`src/rtl/vga_timing_pkg.sv`:
```
// vga_timing_pkg: 640x480@60 timing defaults, derived sync positions and shared helpers
package vga_timing_pkg;
  typedef logic [9:0] coord_t;
  localparam int H_ACTIVE_DEF = 640;
  localparam int H_FP_DEF = 16;
  localparam int H_SYNC_DEF = 96;
  localparam int H_BP_DEF = 48;
  localparam int V_ACTIVE_DEF = 480;
  localparam int V_FP_DEF = 10;
  localparam int V_SYNC_DEF = 2;
  localparam int V_BP_DEF = 33;
  localparam int PIX_LAT_DEF = 1;
  localparam int H_TOTAL = H_ACTIVE_DEF + H_FP_DEF + H_SYNC_DEF + H_BP_DEF;
  localparam int HS_START = H_ACTIVE_DEF + H_FP_DEF;
  localparam int HS_END = HS_START + H_SYNC_DEF - 1;
  localparam int V_TOTAL = V_ACTIVE_DEF + V_FP_DEF + V_SYNC_DEF + V_BP_DEF;
  localparam int VS_START = V_ACTIVE_DEF + V_FP_DEF;
  localparam int VS_END = VS_START + V_SYNC_DEF - 1;
  function automatic logic in_rng(coord_t v, coord_t lo, coord_t hi);
    return v >= lo && v <= hi;
  endfunction
endpackage

```
`src/rtl/vga_timing_ctrl_if.sv`:
```
// vga_timing_ctrl_if: pixel request/return path and VGA DAC pins
interface vga_timing_ctrl_if;
  logic [9:0] oXPOS, oYPOS;
  logic       oREQ;
  logic [9:0] iRED, iGREEN, iBLUE;
  logic [9:0] oVGA_R, oVGA_G, oVGA_B;
  logic       oVGA_HS, oVGA_VS, oVGA_BLANK_N, oVGA_SYNC_N, oFRAME_TICK;
  modport master (
    output oXPOS, oYPOS, oREQ, oVGA_R, oVGA_G, oVGA_B,
    output oVGA_HS, oVGA_VS, oVGA_BLANK_N, oVGA_SYNC_N, oFRAME_TICK,
    input  iRED, iGREEN, iBLUE
  );
  modport slave (
    input  oXPOS, oYPOS, oREQ, oVGA_R, oVGA_G, oVGA_B,
    input  oVGA_HS, oVGA_VS, oVGA_BLANK_N, oVGA_SYNC_N, oFRAME_TICK,
    output iRED, iGREEN, iBLUE
  );
endinterface

```
`src/rtl/vga_delay_line.sv`:
```
// vga_delay_line: DEPTH-stage register pipeline with synchronous active-low reset to RESET_VAL
module vga_delay_line #(
  parameter int WIDTH = 1,
  parameter int DEPTH = 1,
  parameter logic [WIDTH-1:0] RESET_VAL = '0
) (
  input  logic             clk,
  input  logic             rst_n,
  input  logic [WIDTH-1:0] d,
  output logic [WIDTH-1:0] q
);
  logic [WIDTH-1:0] pipe_q [DEPTH];
  logic [WIDTH-1:0] pipe_d [DEPTH];
  always_comb begin
    pipe_d[0] = d;
    for (int i = 1; i < DEPTH; i++) pipe_d[i] = pipe_q[i-1];
  end
  always_ff @(posedge clk)
    if (!rst_n) for (int i = 0; i < DEPTH; i++) pipe_q[i] <= RESET_VAL;
    else pipe_q <= pipe_d;
  assign q = pipe_q[DEPTH-1];
endmodule

```
`src/rtl/vga_timing_ctrl.sv`:
```
// vga_timing_ctrl: raster counters, pixel request regs and DAC output stage
module vga_timing_ctrl
  import vga_timing_pkg::*;
#(
  parameter int H_ACTIVE = H_ACTIVE_DEF,
  parameter int H_FP = H_FP_DEF,
  parameter int H_SYNC = H_SYNC_DEF,
  parameter int H_BP = H_BP_DEF,
  parameter int V_ACTIVE = V_ACTIVE_DEF,
  parameter int V_FP = V_FP_DEF,
  parameter int V_SYNC = V_SYNC_DEF,
  parameter int V_BP = V_BP_DEF,
  parameter int PIX_LAT = PIX_LAT_DEF
) (
  input logic iCLK,
  input logic iRST_N,
  vga_timing_ctrl_if.master vga
);
  localparam coord_t HA = coord_t'(H_ACTIVE);
  localparam coord_t HS0 = coord_t'(H_ACTIVE + H_FP);
  localparam coord_t HS1 = coord_t'(H_ACTIVE + H_FP + H_SYNC - 1);
  localparam coord_t HL = coord_t'(H_ACTIVE + H_FP + H_SYNC + H_BP - 1);
  localparam coord_t VA = coord_t'(V_ACTIVE);
  localparam coord_t VS0 = coord_t'(V_ACTIVE + V_FP);
  localparam coord_t VS1 = coord_t'(V_ACTIVE + V_FP + V_SYNC - 1);
  localparam coord_t VL = coord_t'(V_ACTIVE + V_FP + V_SYNC + V_BP - 1);
  coord_t h_cnt_q, h_cnt_d, v_cnt_q, v_cnt_d, xpos_q, xpos_d, ypos_q, ypos_d;
  coord_t r_q, r_d, g_q, g_d, b_q, b_d;
  logic   req_q, req_d, hs_q, hs_d, vs_q, vs_d, tick_q, tick_d;
  logic   blank_q, blank_d, ohs_q, ohs_d, ovs_q, ovs_d, act;
  logic [2:0] dly;
  always_comb begin
    h_cnt_d = h_cnt_q == HL ? '0 : h_cnt_q + 10'd1;
    v_cnt_d = h_cnt_q != HL ? v_cnt_q : v_cnt_q == VL ? '0 : v_cnt_q + 10'd1;
    act     = h_cnt_q < HA && v_cnt_q < VA;
    req_d   = act;
    xpos_d  = act ? h_cnt_q : '0;
    ypos_d  = act ? v_cnt_q : '0;
    hs_d    = !in_rng(h_cnt_q, HS0, HS1);
    vs_d    = !in_rng(v_cnt_q, VS0, VS1);
    tick_d  = h_cnt_q == '0 && v_cnt_q == VA;
    blank_d = dly[2];
    ohs_d   = dly[1];
    ovs_d   = dly[0];
    r_d     = dly[2] ? vga.iRED : '0;
    g_d     = dly[2] ? vga.iGREEN : '0;
    b_d     = dly[2] ? vga.iBLUE : '0;
  end
  always_ff @(posedge iCLK)
    if (!iRST_N) begin
      {h_cnt_q, v_cnt_q, xpos_q, ypos_q, r_q, g_q, b_q} <= '0;
      {req_q, tick_q, blank_q} <= '0;
      {hs_q, vs_q, ohs_q, ovs_q} <= '1;
    end else begin
      {h_cnt_q, v_cnt_q, xpos_q, ypos_q, r_q, g_q, b_q} <= {h_cnt_d, v_cnt_d, xpos_d, ypos_d, r_d, g_d, b_d};
      {req_q, tick_q, blank_q} <= {req_d, tick_d, blank_d};
      {hs_q, vs_q, ohs_q, ovs_q} <= {hs_d, vs_d, ohs_d, ovs_d};
    end
  // {act, hs, vs} follow the colour generator's latency so syncs frame the returned pixel
  vga_delay_line #(.WIDTH(3), .DEPTH(PIX_LAT), .RESET_VAL(3'b011)) u_dly (
    .clk(iCLK), .rst_n(iRST_N), .d({req_q, hs_q, vs_q}), .q(dly)
  );
  assign vga.oXPOS = xpos_q;
  assign vga.oYPOS = ypos_q;
  assign vga.oREQ = req_q;
  assign vga.oFRAME_TICK = tick_q;
  assign vga.oVGA_R = r_q;
  assign vga.oVGA_G = g_q;
  assign vga.oVGA_B = b_q;
  assign vga.oVGA_BLANK_N = blank_q;
  assign vga.oVGA_HS = ohs_q;
  assign vga.oVGA_VS = ovs_q;
  assign vga.oVGA_SYNC_N = 1'b0;
endmodule

```
`src/flat_wrapper.sv`:
```
// flat-port wrapper written by rule: the top's interface ports become plain ports
module vga_timing_ctrl_flat import vga_timing_pkg::*;
#(
  parameter int H_ACTIVE = H_ACTIVE_DEF,
  parameter int H_FP = H_FP_DEF,
  parameter int H_SYNC = H_SYNC_DEF,
  parameter int H_BP = H_BP_DEF,
  parameter int V_ACTIVE = V_ACTIVE_DEF,
  parameter int V_FP = V_FP_DEF,
  parameter int V_SYNC = V_SYNC_DEF,
  parameter int V_BP = V_BP_DEF,
  parameter int PIX_LAT = PIX_LAT_DEF
)
  (iCLK, iRST_N, vga_oXPOS, vga_oYPOS, vga_oREQ, vga_oVGA_R, vga_oVGA_G, vga_oVGA_B, vga_oVGA_HS, vga_oVGA_VS, vga_oVGA_BLANK_N, vga_oVGA_SYNC_N, vga_oFRAME_TICK, vga_iRED, vga_iGREEN, vga_iBLUE);
  vga_timing_ctrl_if vga_i ();
  input logic iCLK;
  input logic iRST_N;
  output wire logic [$bits(vga_i.oXPOS)-1:0] vga_oXPOS;
  output wire logic [$bits(vga_i.oYPOS)-1:0] vga_oYPOS;
  output wire logic [$bits(vga_i.oREQ)-1:0] vga_oREQ;
  output wire logic [$bits(vga_i.oVGA_R)-1:0] vga_oVGA_R;
  output wire logic [$bits(vga_i.oVGA_G)-1:0] vga_oVGA_G;
  output wire logic [$bits(vga_i.oVGA_B)-1:0] vga_oVGA_B;
  output wire logic [$bits(vga_i.oVGA_HS)-1:0] vga_oVGA_HS;
  output wire logic [$bits(vga_i.oVGA_VS)-1:0] vga_oVGA_VS;
  output wire logic [$bits(vga_i.oVGA_BLANK_N)-1:0] vga_oVGA_BLANK_N;
  output wire logic [$bits(vga_i.oVGA_SYNC_N)-1:0] vga_oVGA_SYNC_N;
  output wire logic [$bits(vga_i.oFRAME_TICK)-1:0] vga_oFRAME_TICK;
  input wire logic [$bits(vga_i.iRED)-1:0] vga_iRED;
  input wire logic [$bits(vga_i.iGREEN)-1:0] vga_iGREEN;
  input wire logic [$bits(vga_i.iBLUE)-1:0] vga_iBLUE;
  assign vga_oXPOS = vga_i.oXPOS;
  assign vga_oYPOS = vga_i.oYPOS;
  assign vga_oREQ = vga_i.oREQ;
  assign vga_oVGA_R = vga_i.oVGA_R;
  assign vga_oVGA_G = vga_i.oVGA_G;
  assign vga_oVGA_B = vga_i.oVGA_B;
  assign vga_oVGA_HS = vga_i.oVGA_HS;
  assign vga_oVGA_VS = vga_i.oVGA_VS;
  assign vga_oVGA_BLANK_N = vga_i.oVGA_BLANK_N;
  assign vga_oVGA_SYNC_N = vga_i.oVGA_SYNC_N;
  assign vga_oFRAME_TICK = vga_i.oFRAME_TICK;
  assign vga_i.iRED = vga_iRED;
  assign vga_i.iGREEN = vga_iGREEN;
  assign vga_i.iBLUE = vga_iBLUE;
  vga_timing_ctrl #(.H_ACTIVE(H_ACTIVE), .H_FP(H_FP), .H_SYNC(H_SYNC), .H_BP(H_BP), .V_ACTIVE(V_ACTIVE), .V_FP(V_FP), .V_SYNC(V_SYNC), .V_BP(V_BP), .PIX_LAT(PIX_LAT)) u_core (.iCLK(iCLK), .iRST_N(iRST_N), .vga(vga_i));
endmodule
```
`config.mk`:
```
export PLATFORM = sky130hd
export DESIGN_NAME = vga_timing_ctrl_flat
export DESIGN_NICKNAME = d
export VERILOG_FILES = /design/src/rtl/vga_timing_pkg.sv /design/src/rtl/vga_timing_ctrl_if.sv /design/src/rtl/vga_delay_line.sv /design/src/rtl/vga_timing_ctrl.sv /design/src/flat_wrapper.sv
export SDC_FILE = /design/constraint.sdc
export NUM_CORES = 1
export LEC_CHECK = 0
export CORE_ASPECT_RATIO = 1.75
export CORE_MARGIN = 1
export CORE_UTILIZATION = 48
export DETAILED_ROUTE_END_ITERATION = 10
export PLACE_DENSITY = 0.82
export SYNTH_ARGS = -nofsm -noshare
export SYNTH_HDL_FRONTEND = slang
export SYNTH_SLANG_ARGS = --single-unit
```
`constraint.sdc`:
```
create_clock -name iCLK -period 3.8 [get_ports iCLK]
set_input_delay 1.14 -clock iCLK [delete_from_list [all_inputs] [get_ports iCLK]]
set_output_delay 1.14 -clock iCLK [all_outputs]
set_load 0.01 [all_outputs]
```
==> flow_metrics.tcl <==
set metrics [dict create \
    status "complete, no violations" \
    htreeDepth 3 \
    grt_max_degree 37 \
    intPower_mw 1.16 \
    arrival_ns 2.64 \
    cts_sinks 80 \
    drv_cap 0 \
    clock_path_buffers 2 \
    pwr-share-seq_pct 57.8 \
    wl_mm 5.52 \
    cp.required_ns 4.09 \
    cts_root_buf "clkbuf_8" \
    finalHoldViolCount 0 \
    netlist_instances 252 \
    netlist_area_sq_um 2680 \
    nNetsFinal 373 \
    die_area_sq_um 5890 \
    placementRows 35 \
    yosys_warnings 0 \
    period_needed_ns 2.36 \
    holdBufCountCts 0 \
    synthDominantCellAreaShare_pct 59.8 \
    numPortBuffers 86 \
    worstSetupEndpointType "flop" \
    finalSetupTns_ns 0 \
    start_util_pct 50.5 \
    setup_slack_ns 1.44 \
    fin_area_sq_um 3750 \
    die_w_microns 58.4 \
    start_kind "input pin" \
    area_growth_pct 40.1 \
    path_class "in -> reg" \
    p_per_area_nw_per_um2 398 \
    layout_commonest_cell "clkdlybuf4s50_1" \
    post-place-ws_ns 1.10 \
    grt_overflow 0 \
    core_sq_um 5300 \
    p_leak_nw 1.50 \
    synth_top_area_cell "dfxtp_1" \
    synth.area.top_cells "dfxtp_1 (60%), and3_1 (7.5%), and2_1 (5.4%), xnor2_1 (2.6%), nor2_1 (2.4%)" \
    die_height_microns 101 \
    grt_pass1_vias 1924 \
    avgSynthCellArea_sq_um 10.6 \
    cts_tree "yes" \
    nFillCells 395 \
    vias 2056 \
    place_hpwl_mm 4.00 \
    async_flop_share_pct 0 \
    rsz0062_at_grt "false" \
    ys_ff_latch 80 \
    cts_setup_buffers 0 \
    synth_cell_types 40 \
    finalSetupViolCount 0 \
    fin_crit_sh_pct 62.0 \
    avgViaCountPerCell 4.95 \
    synthFlopType "dfxtp_1" \
    antenna_cells 0 \
    dpl_cell_area_sq_um 3580 \
    use_met1_pct 22.0 \
    antenna_found_initial 0 \
    cts-buffers-inserted 9 \
    io_pins 88 \
    drt_iter0_drc 34 \
    yosysSeqAreaShare_pct 59.8 \
    slew_headroom_pct 35.9 \
    use_met3_pct 4.36 \
    power_frac_comb_pct 5.9 \
    grtUsageMet2_pct 36.3 \
    synth_edf_count 0 \
    p_sw_uw 329 \
    grt_busiest_layer "met2" \
    report.final.slew_viol_count 0 \
    ir_worst_vdd_mv 0.314 \
    skew_ns 0.00640 \
    clkTransAtPathRegs_ns 0.07 \
    grt_pass1_wl_mm 9.05 \
    drc 0 \
    layout-drive-gt1-share_pct 6.45 \
    tightest_slew_ns 0.953 \
    grt_usage_pct 20.7 \
    hold_path_class "reg -> reg" \
    path_max_fanout 36 \
    drtAntennaViolNets 0 \
    final_cell_mix "clkdlybuf4s50_1 (86), dfxtp_1 (80), and3_1 (32), and2_1 (23), nor2_1 (17)" \
    cts-resized-gates 0 \
    p_clk_share_pct 36.3 \
    fmax_mhz 425 \
    clk_latency_ns 0.35 \
    swShare_pct 22.0 \
    place.gp.congestion 0.813 \
    routedWlPerCell_microns 13.3 \
    first_pass_iters 4 \
]
[Yosys cell counts, types with 2 or more instances]
library cell / n
ha_1: 5
or3_1: 2
and3_1: 32
xnor2_1: 8
nand2b_1: 6
nand2_1: 5
buf_2: 2
clkbuf_1: 10
and2_1: 23
xor2_1: 5
nand3_1: 9
a21oi_1: 2
and4_1: 3
nor4_1: 6
nand4_1: 4
inv_1: 7
dfxtp_1: 80
nor4bb_1: 2
nor3_1: 3
buf_4: 2
nor2_1: 17
[final timing paths]
check | cells after the start | startpoint | endpoint | slack (ns)
setup / recovery | 4 | iRST_N | u_core.vga.oFRAME_TICK$_SDFF_PN0_ | 1.44
hold / removal | 1 | u_core.u_dly.q[0]$_SDFF_PN1_ | u_core.vga.oVGA_VS$_SDFF_PN1_ | 0.41
setup reg to reg | 4 | u_core.h_cnt_q[4]$_SDFF_PP0_ | u_core.v_cnt_q[7]$_SDFFE_PN0N_ | 1.49
hold reg to reg | 1 | u_core.u_dly.q[0]$_SDFF_PN1_ | u_core.vga.oVGA_VS$_SDFF_PN1_ | 0.41
[metrics by stage]
step / utilization [%] / hold slack [ns] / total power [mW] / cells
final: 70.8 / 0.409 / 1.49 / 415
after global routing: 70.8 / 0.424 / 1.55 / 415
after CTS: 70.8 / 0.414 / 1.51 / 415
after detailed placement: 67.5 / 0.394 / 0.971 / 399
after global placement: 67.5 / 0.389 / 0.969 / 399
after floorplan: - / 0.386 / 0.910 / 253
[critical path, stage by stage]
cell and delay (ns):
clkdlybuf4s50_1 0.69, buf_4 0.36, and4b_1 0.25, and4_1 0.19
[routing by layer]
layer	wire [microns]	share of wire, %
met1	2130	38
met4	116	2.1
met2	2990	54
met5	0	0
met3	295	5.3
[cell type report]
class | count | area (sq um) | area share (%)
Clock buffer | 11 | 141 | 3.77
Clock inverter | 5 | 31.3 | 0.834
Inverter | 7 | 26.3 | 0.701
Multi-Input combinational cell | 150 | 981 | 26.2
Sequential cell | 80 | 1600 | 42.7
Tap cell | 74 | 92.6 | 2.47
Timing Repair Buffer | 88 | 876 | 23.4
[cell families after synthesis]
logic type      Yosys count  synth area share, %
compound gates            9                 2.29
xor+xnor                 13                 4.25
fa+ha+maj                 5                 2.34
buf+inv                  23                 3.88
flops                    80                 59.8
mux                       1                0.374
other cells               1                0.140
simple gates            120                 26.9
[flip-flops by register name (all words and copies together) (netlist names), 3 cells and up]
signal,count
u_core.vga.oVGA_B,10
u_core.u_dly.q,3
u_core.vga.oXPOS,10
u_core.vga.oYPOS,10
u_core.h_cnt_q,10
u_core.v_cnt_q,10
u_core.vga.oVGA_R,10
u_core.vga.oVGA_G,10
[power by group through the flow]
stage / registers [mW] / clock network, mW / logic [mW]
after floorplan: 0.885 / 0 / 0.0252
after global placement: 0.882 / 0 / 0.0872
after detailed placement: 0.883 / 0 / 0.0887
after CTS: 0.863 / 0.558 / 0.0893
after global routing: 0.865 / 0.591 / 0.0953
final: 0.863 / 0.542 / 0.0882
Power figures use the tool's default switching activity.
